==> config.mk <==
export PLATFORM = sky130hd
export DESIGN_NAME = icache_refill_ctrl
export DESIGN_NICKNAME = d
export VERILOG_FILES = /design/src/rtl/icache_refill_ctrl.sv
export SDC_FILE = /design/constraint.sdc
export NUM_CORES = 1
export LEC_CHECK = 0
export ABC_AREA = 0
export CAP_MARGIN = 10
export CORE_MARGIN = 2
export CORE_UTILIZATION = 32
export DETAILED_ROUTE_END_ITERATION = 8
export PLACE_DENSITY = 0.71
export SLEW_MARGIN = 0
export SYNTH_ARGS = -nofsm -noshare
export SYNTH_HDL_FRONTEND = slang
export SYNTH_SLANG_ARGS = --single-unit
export TNS_END_PERCENT = 1
==> constraint.sdc <==
create_clock -name i_clk -period 2 [get_ports i_clk]
set_input_delay 0.2 -clock i_clk [delete_from_list [all_inputs] [get_ports i_clk]]
set_output_delay 0.2 -clock i_clk [all_outputs]
set_load 0.01 [all_outputs]
==> src/rtl/icache_refill_ctrl.sv <==
// Refill controller and arbiter that sits between two per-core instruction caches and one shared memory read port.
// Optional feature: define FILL_SHARE_EN so that one memory read fills both caches when both cores miss on the same aligned word.
module icache_refill_ctrl #(
    parameter int          WIDTH   = 8,
    parameter int          MEM_LAT = 2,
    parameter logic [31:0] NOP     = 32'h20000000
) (
    input  logic             i_clk,
    input  logic             i_rst_n,
    input  logic             i_miss0,
    input  logic [WIDTH-1:0] i_adr0,
    input  logic             i_miss1,
    input  logic [WIDTH-1:0] i_adr1,
    output logic             o_mem_req,
    output logic [WIDTH-1:0] o_mem_adr,
    input  logic [31:0]      i_mem_rdata,
    output logic             o_fill0,
    output logic             o_fill1,
    output logic [WIDTH-1:0] o_fill_adr,
    output logic [31:0]      o_fill_data,
    output logic             o_stall0,
    output logic             o_stall1,
    output logic             o_busy
);

    typedef enum logic [1:0] {
        S_IDLE,
        S_REQ,
        S_WAIT,
        S_FILL
    } state_t;

    localparam logic [3:0]       LAT        = 4'(MEM_LAT);
    localparam logic [WIDTH-1:0] ALIGN_MASK = ~(WIDTH'(3));

    state_t           r_state;
    logic [3:0]       r_cnt;
    logic             r_gnt;
    logic             r_lastGnt;
    logic [WIDTH-1:0] r_reqAdr;
    logic             r_memReq;
    logic [WIDTH-1:0] r_memAdr;
    logic             r_fill0;
    logic             r_fill1;
    logic [WIDTH-1:0] r_fillAdr;
    logic [31:0]      r_fillData;
    logic             r_busy;

    logic [WIDTH-1:0] w_alignAdr0;
    logic [WIDTH-1:0] w_alignAdr1;
    logic             w_anyMiss;
    logic             w_gntNext;
    logic [WIDTH-1:0] w_reqAdrNext;
    logic             w_shareHit;

    assign w_alignAdr0  = i_adr0 & ALIGN_MASK;
    assign w_alignAdr1  = i_adr1 & ALIGN_MASK;
    assign w_anyMiss    = i_miss0 | i_miss1;
    // On a tie the core that was not served last wins; otherwise the lone requester.
    assign w_gntNext    = (i_miss0 & i_miss1) ? ~r_lastGnt : i_miss1;
    assign w_reqAdrNext = w_gntNext ? w_alignAdr1 : w_alignAdr0;

`ifdef FILL_SHARE_EN
    assign w_shareHit = r_gnt ? (i_miss0 & (w_alignAdr0 == r_reqAdr))
                              : (i_miss1 & (w_alignAdr1 == r_reqAdr));
`else
    assign w_shareHit = 1'b0;
`endif

    always_ff @(posedge i_clk) begin
        if (!i_rst_n) begin
            r_state    <= S_IDLE;
            r_cnt      <= 4'd0;
            r_gnt      <= 1'b0;
            r_lastGnt  <= 1'b1;
            r_reqAdr   <= '0;
            r_memReq   <= 1'b0;
            r_memAdr   <= '0;
            r_fill0    <= 1'b0;
            r_fill1    <= 1'b0;
            r_fillAdr  <= '0;
            r_fillData <= NOP;
            r_busy     <= 1'b0;
        end else begin
            r_memReq <= 1'b0;
            r_fill0  <= 1'b0;
            r_fill1  <= 1'b0;
            case (r_state)
                S_IDLE: begin
                    if (w_anyMiss) begin
                        r_gnt    <= w_gntNext;
                        r_reqAdr <= w_reqAdrNext;
                        r_memAdr <= w_reqAdrNext;
                        r_memReq <= 1'b1;
                        r_busy   <= 1'b1;
                        r_state  <= S_REQ;
                    end
                end
                S_REQ: begin
                    r_cnt   <= LAT;
                    r_state <= S_WAIT;
                end
                S_WAIT: begin
                    r_cnt <= r_cnt - 4'd1;
                    // A count of one means this edge closes the data-valid cycle.
                    if (r_cnt == 4'd1) begin
                        r_fillData <= i_mem_rdata;
                        r_fillAdr  <= r_reqAdr;
                        r_fill0    <= ~r_gnt | w_shareHit;
                        r_fill1    <= r_gnt | w_shareHit;
                        r_state    <= S_FILL;
                    end
                end
                S_FILL: begin
                    r_lastGnt  <= r_gnt;
                    r_fillData <= NOP;
                    r_busy     <= 1'b0;
                    r_state    <= S_IDLE;
                end
                default: begin
                    r_state <= S_IDLE;
                end
            endcase
        end
    end

    assign o_mem_req   = r_memReq;
    assign o_mem_adr   = r_memAdr;
    assign o_fill0     = r_fill0;
    assign o_fill1     = r_fill1;
    assign o_fill_adr  = r_fillAdr;
    assign o_fill_data = r_fillData;
    assign o_busy      = r_busy;
    // A core stays stalled until its own service has drained, even if it withdrew the miss.
    assign o_stall0    = i_miss0 | (r_busy & ~r_gnt);
    assign o_stall1    = i_miss1 | (r_busy & r_gnt);

endmodule

==> reports/results.txt <==
Status - complete, no violations
Fin area - 3246 µm²
Synth area leaders - dfxtp_1, a22o_1, mux2i_1
Slew Limit Headroom - 67.05%
Post-DR wirelength/cell - 13.13 µm
Max Cap Viol - 0
Placed Area - 3149 µm²
Hold_buf cts - 0
Maximum clock frequency - 577.0 MHz
1st-pass router iterations - 4
Via count - 1765
Synthesis-to-finish area growth - 52.95%
H-tree lvl count - 2
Avg Cell Area, Syn - 10.77 µm²
Crit path cell chain - inv_1, ha_1, nor4bb_1, and3_1, buf_12, a22o_1
Ys flop type - dfxtp_1
EDFF count, synth - 0
Largest family of logic cells by synthesized area - compound AO/OA/AOI/OAI gates
Synth Warn # - 0
Post-synthesis adder-cell area fraction - 3.538%
Die H - 85.44 µm
Most frequent cell after synthesis - dfxtp_1
Worst Path Arrival - 1990 ps
Placed cells - 363
CP max stage delay - 410 ps
Postcts setup bufs - 0
Die X - 85.44 µm
Layout Skew - 6.079 ps
XOR/XNOR share of the synthesized area - 0%
Std-Cell Rows - 29
Final Hold Fails - 0
Distinct cells, synth - 36
Sequential element share of the synthesized area - 52.83%
Startpoint class of the critical path - flop
Vias in the first global route - 1743
Leakage - 1.235 nW
Hpwl dp - 3.552 mm
IO Pins - 106
CP endpoint kind - flop
Full die area - 7299 µm²
Worst Hold Class - in -> reg
Setup CP Type - reg -> reg
Worst-path maximum fanout - 32
Worst EP required - 2260 ps
Finished Core Util - 50.82%
CTS sink cnt - 56
Drt first-iter violations - 60
First-pass GRT wire length - 8.197 mm
Synthesized instance count - 197
Asr flop ratio synth - 0%
CTS tree - done
Setup violations, final - 0
Setup TNS - 0 ps
Antenna Violating Nets Remaining - 0
Clock root buffer - clkbuf_8
Port bufs - 97
Final net count - 351
Seq cells post-synth - 56
Post-synth top cells - dfxtp_1, a22o_1, nand2_1
Fin cells - 371
Post-CTS Resized - 0
Reg clk slew, reported paths - 100 ps
Final period util - 86.65%
Post-synthesis mux area share - 3.774%
Overflow after GRT - 0
Share of cells above drive strength 1 - 6.122%
Post-Synth Simple-Gate Area - 7.783%
Max Buffers Root-to-Sink - 2
Minimum clock period - 1733 ps
Setup ws final - 266.9 ps
GP Congestion - 0.7288
Peak supply drop - 0.5471 mV
Total GRT Usage - 13.93%
Num CTS Buffers - 5
Largest net degree at the start of global routing - 33
Worst-Skew Late Latency - 310 ps
Initial Util - 33.23%
DR vias/cell - 4.757
Pwr dens - 855.5 nW/µm²
Worst Hold Slack - 443.5 ps
Synth Area in Compound Gates - 24.59%
Placeable Area - 6386 µm²
Post-synth top area share - 52.83%
Mapped Area - 2122 µm²
RSZ-0062 raised after global routing - no
Worst-Margin Slew - 491.3 ps
Slew Limit Fails - 0
Residual DRC - 0
Leading area contributor after synthesis - dfxtp_1
Final WL - 4.872 mm
Dpl ws - 278.0 ps
Worst path slowest cell - nor4bb_1
Diodes inserted - 0
Final Power - 2.777 mW
Initial antenna violation count - 0
## power by group
| group | internal [mW] | switching [mW] | leakage (nW) | total [mW] |
|---|---|---|---|---|
| Sequential | 1.23 | 0.0949 | 0.454 | 1.33 |
| Combinational | 0.415 | 0.378 | 0.729 | 0.794 |
| Clock | 0.284 | 0.373 | 0.0516 | 0.657 |
| Total | 1.93 | 0.847 | 1.23 | 2.78 |
## critical path: cells and delay by family, from the launching register on
kind,cells,cell delay [ps]
compound gates,1,150
fa+ha+maj,1,210
buf+inv,2,290
flops,1,340
simple gates,2,670
## placed cells by master, fill, tap and decap left out, types with 3 or more instances in the layout
cell,netlist,routed
ha_1,6,6
dfxtp_1,56,56
clkbuf_8,0,6
conb_1,1,4
nand2_1,18,18
clkdlybuf4s50_1,0,97
o21ai_0,8,8
o21a_1,3,3
buf_4,9,4
a21oi_1,7,7
inv_1,9,9
mux2i_1,8,8
a21boi_0,10,10
a22o_1,31,31
## worst paths after layout
kind | start | end | slack, ps | depth (start not counted)
min reg2reg | o_fill_adr[7] | o_fill_adr[7] | 460 | 2
min | i_mem_rdata[29] | o_fill_data[29] | 440 | 3
max | r_state[0] | o_fill_data[2] | 270 | 6
max reg2reg | r_state[0] | o_fill_data[2] | 270 | 6
## flip-flops by register name, indices dropped and copies added, names as in the netlist
signal and cells:
o_fill_data 32, o_fill_adr 6, o_mem_adr 6, r_cnt 4, r_state 2, o_busy 1
o_fill0 1, o_fill1 1, o_mem_req 1, r_gnt 1, r_lastGnt 1
## layer usage
layer | vias up | share of wire, % | track usage (%)
met1 | 795 | 46 | 17.65
met2 | 72 | 44 | 21.95
li1 | 890 | - | -
met4 | 0 | 1.6 | 5.628
met5 | - | 0 | 0
met3 | 8 | 8.7 | 4.475
## cell type report
cell class	count	area [µm²]
Multi-Input combinational cell	118	857.1
Tap cell	77	96.34
Clock inverter	2	13.76
Timing Repair Buffer	103	1041
Fill cell	592	3141
Clock buffer	6	82.58
Sequential cell	56	1121
Inverter	9	33.78
## kinds of logic after synthesis
kind of cell	count (synthesis)
AO/OA/AOI/OAI	68
adder cells (fa/ha/maj)	6
multiplexers	8
flip-flops	56
AND/OR/NAND/NOR	32
buffers and inverters	26
other	1
Power figures use the tool's default switching activity.
